`src/rtl/mult_booth_unit.sv`:
```
// Sequential 32x32 signed multiplier, radix-2 Booth, one iteration per clock.
// Product and overflow come straight from the {A,Q} registers.
//
// state | meaning
// IDLE  | waiting for start
// RUN   | 32 Booth add/sub/nop + arithmetic-shift iterations
// DONE  | one-cycle ready; product valid, start may relaunch
module mult_booth_unit (
  input  logic        clock,
  input  logic        resetn,
  input  logic        start,
  input  logic [31:0] multiplicand,
  input  logic [31:0] multiplier,
  output logic [63:0] product,
  output logic        overflow,
  output logic        busy,
  output logic        ready,
  output logic        add,
  output logic        sub,
  output logic        nop
);

  typedef enum logic [1:0] {
    IDLE = 2'd0,
    RUN  = 2'd1,
    DONE = 2'd2
  } state_t;

  state_t      state, state_nxt;
  logic [32:0] acc;
  logic [31:0] q_reg;
  logic [31:0] m_reg;
  logic        q_m1;
  logic [5:0]  cnt;
  logic        accept;
  logic [32:0] m_ext;
  logic [32:0] sum;

  assign m_ext = {m_reg[31], m_reg};

  always_comb begin
    state_nxt = state;
    accept    = 1'b0;
    add       = 1'b0;
    sub       = 1'b0;
    nop       = 1'b0;
    sum       = acc;
    case (state)
      IDLE: begin
        if (start) begin
          accept    = 1'b1;
          state_nxt = RUN;
        end
      end
      RUN: begin
        case ({q_reg[0], q_m1})
          2'b01:   begin add = 1'b1; sum = acc + m_ext; end
          2'b10:   begin sub = 1'b1; sum = acc - m_ext; end
          default: nop = 1'b1;
        endcase
        if (cnt == 6'd31) state_nxt = DONE;
      end
      DONE: begin
        if (start) begin
          accept    = 1'b1;
          state_nxt = RUN;
        end else begin
          state_nxt = IDLE;
        end
      end
      default: state_nxt = IDLE;
    endcase
  end

  always_ff @(posedge clock or negedge resetn) begin
    if (!resetn) begin
      state <= IDLE;
      acc   <= '0;
      q_reg <= '0;
      m_reg <= '0;
      q_m1  <= 1'b0;
      cnt   <= '0;
    end else begin
      state <= state_nxt;
      if (accept) begin
        m_reg <= multiplicand;
        q_reg <= multiplier;
        acc   <= '0;
        q_m1  <= 1'b0;
        cnt   <= '0;
      end else if (state == RUN) begin
        // arithmetic shift of {sum, Q, Q_-1}; sign taken from the 33-bit sum
        acc   <= {sum[32], sum[32:1]};
        q_reg <= {sum[0], q_reg[31:1]};
        q_m1  <= q_reg[0];
        cnt   <= cnt + 6'd1;
      end
    end
  end

  assign product  = {acc[31:0], q_reg};
  assign overflow = ~((&product[63:31]) | ~(|product[63:31]));
  assign busy     = (state == RUN);
  assign ready    = (state == DONE);

endmodule

```
`config.mk`:
```
export PLATFORM = sky130hd
export DESIGN_NAME = mult_booth_unit
export DESIGN_NICKNAME = d
export VERILOG_FILES = /design/src/rtl/mult_booth_unit.sv
export SDC_FILE = /design/constraint.sdc
export NUM_CORES = 1
export LEC_CHECK = 0
export CAP_MARGIN = 5
export CORE_ASPECT_RATIO = 0.75
export CORE_UTILIZATION = 55
export CTS_CLUSTER_DIAMETER = 150
export DETAILED_ROUTE_END_ITERATION = 16
export PLACE_DENSITY = 0.91
export SYNTH_ARGS = -nofsm -noshare
export SYNTH_HDL_FRONTEND = slang
export SYNTH_SLANG_ARGS = --single-unit
```
`constraint.sdc`:
```
create_clock -name clock -period 11.96 [get_ports clock]
set_input_delay 1.794 -clock clock [delete_from_list [all_inputs] [get_ports clock]]
set_output_delay 1.794 -clock clock [all_outputs]
set_load 0.05 [all_outputs]
```
==> results of run 1 <==
Yosys cell counts (4+ instances only):
cell type	n
and2_1	6
a21o_1	12
buf_1	9
or4_1	4
clkbuf_1	26
nor2_1	42
o21ai_0	58
a22o_1	8
nand4_1	12
inv_1	19
nand2_1	190
nor4_1	16
nor2b_1	10
o211ai_1	6
nand2b_1	4
mux2i_1	8
a211oi_1	4
a31oi_1	4
ha_1	36
nand3_1	23
a22oi_1	32
a32oi_1	4
xor2_1	10
o21a_1	4
a21oi_1	61
dfrtp_1	105
nor3_1	14
xnor2_1	51
how the worst max path moves through the flow:
stage	cells after the start	slack (ns)	end
global route	17	6.99	acc[27]$_DFFE_PN0P_
floorplan	18	8.06	acc[27]$_DFFE_PN0P_
CTS	6	7.14	nop
finish	6	7.15	nop
global placement	6	7.56	nop
detailed placement	17	7.37	acc[27]$_DFFE_PN0P_
area by class of cell:
type	count	area [µm²]	share of cell area [%]
Clock buffer	9	225.2	2.600
Clock inverter	7	80.08	0.9246
Inverter	19	71.32	0.8235
Multi-Input combinational cell	664	4038	46.62
Sequential cell	105	2628	30.34
Tap cell	166	207.7	2.398
Timing Repair Buffer	143	1411	16.30
through the flow:
step	setup slack [ns]	std cells	utilization, %	cell area (µm²)
6_report	7.148	1113	70.38	8661
3_5_place_dp	7.368	1097	67.90	8356
4_1_cts	7.145	1113	70.38	8661
2_1_floorplan	8.057	832	-	6935
5_1_grt	6.994	1113	70.38	8661
3_3_place_gp	7.559	1097	67.90	8356
per-layer routing:
metal | part of all wire, % | wire length [µm]
met5 | 0 | 0
met4 | 1.4 | 278
met3 | 8.2 | 1577
met2 | 44 | 8436
met1 | 46 | 8922
cell families (layout without fill, tap and decap cells):
family | count (synthesis) | after routing
AO/OA/AOI/OAI | 221 | 221
XOR/XNOR | 61 | 61
adder cells (fa/ha/maj) | 37 | 37
buffers and inverters | 63 | 178
flip-flops | 105 | 105
multiplexers | 8 | 8
AND/OR/NAND/NOR | 337 | 337
==> flow_metrics.py, run 1 <==
metrics = {
    "floorplan": {
        "rows": 35,
        "dieArea_um2": 13070,
        "die_x_um": 131.7,
        "initial_utilization_pct": 56.36,
        "die_h_um": 99.25,
        "pin_count": 137,
        "coreArea_um2": 12310,
    },
    "synthesis": {
        "synthSimpleGateAreaFrac_pct": 21.94,
        "synthXorXnorAreaFrac_pct": 7.703,
        "synth_top_area_share_pct": 37.89,
        "muxShareOfSynthArea_pct": 1.155,
        "ys.flop_type": "dfrtp_1",
        "synth_compound_gate_area_share_pct": 20.42,
        "syn-num-nets": 936,
        "syn-mean-instance-area_um2": 8.336,
        "synth_fa_ha_area_share_pct": 6.783,
        "synth_area_leaders": "dfrtp_1 38%, nand2_1 10%, ha_1 6.5%",
        "synth_top_family_by_area": "simple AND/OR/NAND/NOR gates",
        "synth_area_um2": 6935,
        "synth-async-reset-ratio_pct": 100.0,
        "synth.yosys.warnings": 0,
        "synth_cell_types": 65,
        "synth_largest_area_cell": "dfrtp_1",
        "synth_edf_count": 0,
        "synth-seq-cells": 105,
        "netlist_instances": 832,
        "synth_seq_area_share_pct": 37.89,
    },
    "worst_setup_path": {
        "reg2reg_slack_ns": 7.25,
        "rr_endpoint": "acc[27]$_DFFE_PN0P_",
        "reg2reg_depth": 17,
        "crit_arrival_ns": 3.02,
        "reg2reg_from": "m_reg[3]$_DFFE_PN0P_",
        "cp_num_buf_inv": 4,
        "crit_chain": "nand2b_1 > buf_4 > inv_2 > buf_4 > and2_1 > clkdlybuf4s50_1",
        "worstPathRequired_ns": 10.17,
        "crit_family": "buffers and inverters",
        "critical_path_class": "flip-flop to output pin",
        "startpoint_type": "flip-flop",
        "endpoint_kind": "output pin",
        "startpoint": "state[1]$_DFFE_PN0P_",
        "cp_slowest_cell": "clkdlybuf4s50_1",
        "critical_path.max_stage_delay_ns": 0.80,
        "cp_common_cell": "buf_4",
        "critical_path.max_fanout": 32,
    },
    "global_route": {
        "grt_antenna_before_repair": 0,
        "met2_usage_pct": 46.60,
        "met3_usage_pct": 6.779,
        "top_usage_layer": "met2",
        "use_met1_pct": 43.82,
        "grt_pass1_wl_mm": 31.80,
        "grt_use_total_pct": 30.49,
        "grt_max_degree": 76,
        "grt_overflow": 0,
        "grt_pass1_vias": 6213,
    },
    "layout": {
        "final_common_cell": "nand2_1",
        "n_fill_cell": 962,
        "final_nets": 1046,
        "antenna_cells": 0,
        "layout-drive-gt1-share_pct": 4.118,
        "final_cell_mix": "190 x nand2_1, 135 x clkdlybuf4s50_1, 105 x dfrtp_1",
        "area_growth_pct": 24.88,
    },
    "cts": {
        "cts_max_path_buffers": 2,
        "h-tree-depth": 3,
        "clkLatencyLatePin_ns": 0.36,
        "ctsHoldBuffers": 0,
        "cts_setup_buffers": 0,
        "root_buffer": "clkbuf_16",
        "cts.clk_slew.worst_paths_ns": 0.07,
        "cts_num_sinks": 105,
        "cts_resized": 0,
        "cts_tree": "yes",
        "cts_buffers": 9,
    },
    "run_status": {
        "run_status": "finished clean",
    },
    "route": {
        "routed_wl_mm": 19.21,
        "drcViolationCount": 0,
        "viasPerCell": 5.950,
        "ant_nets": 0,
        "avgRoutedWirePerCell_um": 17.26,
        "drtIter0Drc": 701,
        "dr.pass1.iters": 5,
        "vias": 6622,
    },
    "sta": {
        "slew_viol_final": 0,
        "rsz0062_at_grt": "false",
        "layout_min_cycle_time_ns": 4.812,
        "maxSlewHeadroom_pct": 20.02,
        "tightest_slew_ns": 1.200,
        "whs_ns": 0.5166,
        "fmax_mhz": 207.8,
        "finalClockSkew_ns": 0.01346,
        "post-route-period-util_pct": 40.23,
        "tns_ns": 0,
        "setup_viol": 0,
        "hold_violations": 0,
    },
    "place": {
        "gp_congestion": 0.9415,
        "dp_hpwl_mm": 13.68,
        "portBuffers": 136,
    },
    "hold_path": {
        "hp-class": "flip-flop to flip-flop",
        "min_to": "state[1]$_DFFE_PN0P_",
        "min_path_cells": 1,
        "worstHoldStart": "cnt[5]$_DFFE_PN0P_",
    },
    "job": {
        "maxCapViolCount": 0,
    },
}
Power of run 1 is not shown: default switching activity piles up to over one toggle a cycle in this logic, so the estimate is an artifact.
==> inputs of run 2 (changes only) <==
Settings changed: CORE_UTILIZATION 55 to 48, PLACE_DENSITY 0.91 to 0.85.
Clock period 11.96 ns to 3.95 ns, I/O delays scaled along.
==> flow_metrics.py, run 2 (same netlist as run 1, synthesis figures left out) <==
metrics = {
    "worst_setup_path": {
        "endpoint_kind": "flip-flop",
        "worstPathRequired_ns": 4.18,
        "startpoint_type": "flip-flop",
        "critical_path.max_fanout": 4,
        "critical_path_class": "flip-flop to flip-flop",
        "crit_arrival_ns": 4.08,
    },
    "global_route": {
        "grt_pass1_wl_mm": 32.11,
        "grt_antenna_before_repair": 0,
        "grt_overflow": 0,
        "grt_max_degree": 77,
        "grt_use_total_pct": 27.01,
        "grt_pass1_vias": 6203,
    },
    "cts": {
        "clkLatencyLatePin_ns": 0.35,
        "cts.clk_slew.worst_paths_ns": 0.08,
        "cts_tree": "yes",
        "ctsHoldBuffers": 0,
        "cts_max_path_buffers": 2,
        "root_buffer": "clkbuf_16",
        "cts_buffers": 9,
        "cts_num_sinks": 105,
        "h-tree-depth": 3,
    },
    "floorplan": {
        "dieArea_um2": 14940,
        "initial_utilization_pct": 49.94,
        "rows": 37,
        "die_x_um": 140.8,
        "pin_count": 137,
        "die_h_um": 106.1,
        "coreArea_um2": 13890,
    },
    "place": {
        "gp_congestion": 0.9542,
        "portBuffers": 136,
        "preCtsSetupSlack_ns": -0.04242,
        "dp_hpwl_mm": 14.41,
    },
    "layout": {
        "layout-drive-gt1-share_pct": 9.286,
        "area_growth_pct": 29.86,
        "final_nets": 1079,
        "antenna_cells": 0,
        "n_fill_cell": 1180,
        "final_cell_mix": "189 x nand2_1, 134 x clkdlybuf4s50_1, 105 x dfrtp_1",
        "final_common_cell": "nand2_1",
    },
    "sta": {
        "tightest_slew_ns": 0.9365,
        "maxSlewHeadroom_pct": 37.57,
        "setup_ws_ns": 0.09591,
        "layout_min_cycle_time_ns": 3.854,
        "fmax_mhz": 259.5,
        "finalClockSkew_ns": 0.01352,
        "post-route-period-util_pct": 97.57,
        "setup_viol": 0,
        "whs_ns": 0.3851,
        "slew_viol_final": 0,
        "rsz0062_at_grt": "true",
        "hold_violations": 0,
    },
    "hold_path": {
        "hp-class": "primary input to asynchronous set/reset pin",
    },
    "run_status": {
        "run_status": "finished clean",
    },
    "route": {
        "avgRoutedWirePerCell_um": 17.01,
        "drcViolationCount": 0,
        "dr.pass1.iters": 5,
        "vias": 6651,
        "viasPerCell": 5.758,
        "ant_nets": 0,
        "drtIter0Drc": 564,
        "routed_wl_mm": 19.65,
    },
    "job": {
        "maxCapViolCount": 0,
    },
}
-- run 2: changes by cell type in the layout (fill, tap and decap cells not counted), moves of 2 or more --
cell      before  now
nor3_1        14   12
nor4_1        16   14
o21ai_1        2    5
nor2_2         0    2
nor4_2         0    2
a311oi_2       1    3
a311oi_1       3    1
a21oi_2        0    2
a21oi_1       61   59
o21ai_0       58   55
buf_4          8   42
nor2_1        41   39
-- run 2: per-layer routing --
layer  track usage, %  vias to the layer above  share of wire, %
li1                 -                     3220                 -
met1            39.66                     3164                48
met2            40.65                      251                44
met3            6.532                       16               7.5
met4            4.503                        0              0.72
met5                0                        -                 0
-- run 2: cell type report --
cell class              instances  area [µm²]  share of cell area, %
clock inverters                 7       75.07                 0.8336
repair buffers                176        1657                  18.39
clock buffers                   9       225.2                  2.501
well taps                     175       219.0                  2.431
flip-flops and latches        105        2628                  29.17
multi-input cells             664        4131                  45.87
inverters                      19       71.32                 0.7919
-- run 2: timing repair --
| item | CTS | global route |
|---|---|---|
| gates resized for setup | 1 | 23 |
| setup endpoints to repair | 4 | 13 |
| buffers inserted | 0 | 4 |
| pin swaps | 0 | 14 |
| endpoints found under the hold margin | 0 | 0 |
-- run 2: metrics by stage --
step	area, µm²	instances	util, %	TNS [ns]
after floorplan	6935	832	-	0
after global placement	8582	1135	61.79	0
after detailed placement	8582	1135	61.79	-0.08416
after CTS	8887	1151	63.99	0
after global routing	9006	1155	64.85	-0.3975
final	9006	1155	64.85	0
-- run 2: path summary, 6_finish.rpt --
path / endpoint / startpoint / slack, ns / cells past startpoint
max: acc[31]$_DFFE_PN0P_ / m_reg[14]$_DFFE_PN0P_ / 0.1 / 16
min in group clock: state[1]$_DFFE_PN0P_ / cnt[5]$_DFFE_PN0P_ / 0.49 / 1
max in group asynchronous: acc[25]$_DFFE_PN0P_ / resetn / 2.77 / 2
min reg2reg: state[1]$_DFFE_PN0P_ / cnt[5]$_DFFE_PN0P_ / 0.49 / 1
min: m_reg[0]$_DFFE_PN0P_ / resetn / 0.39 / 1
max reg2reg: acc[31]$_DFFE_PN0P_ / m_reg[14]$_DFFE_PN0P_ / 0.1 / 16
-- run 2: critical path, stage by stage (launching register included) --
cell      delay, ns
dfrtp_1        0.38
or4_4          0.55
nor3_4         0.23
nand2_1        0.09
nor2_2         0.16
a21oi_1        0.10
xnor2_1        0.25
ha_1           0.31
a21o_1         0.19
a21o_1         0.18
a21bo_2        0.22
a311oi_2       0.29
nand2_2        0.12
a211oi_2       0.26
xnor2_1        0.14
o211ai_1       0.17
o31ai_1        0.09
Power of run 2 is left out for the same reason.
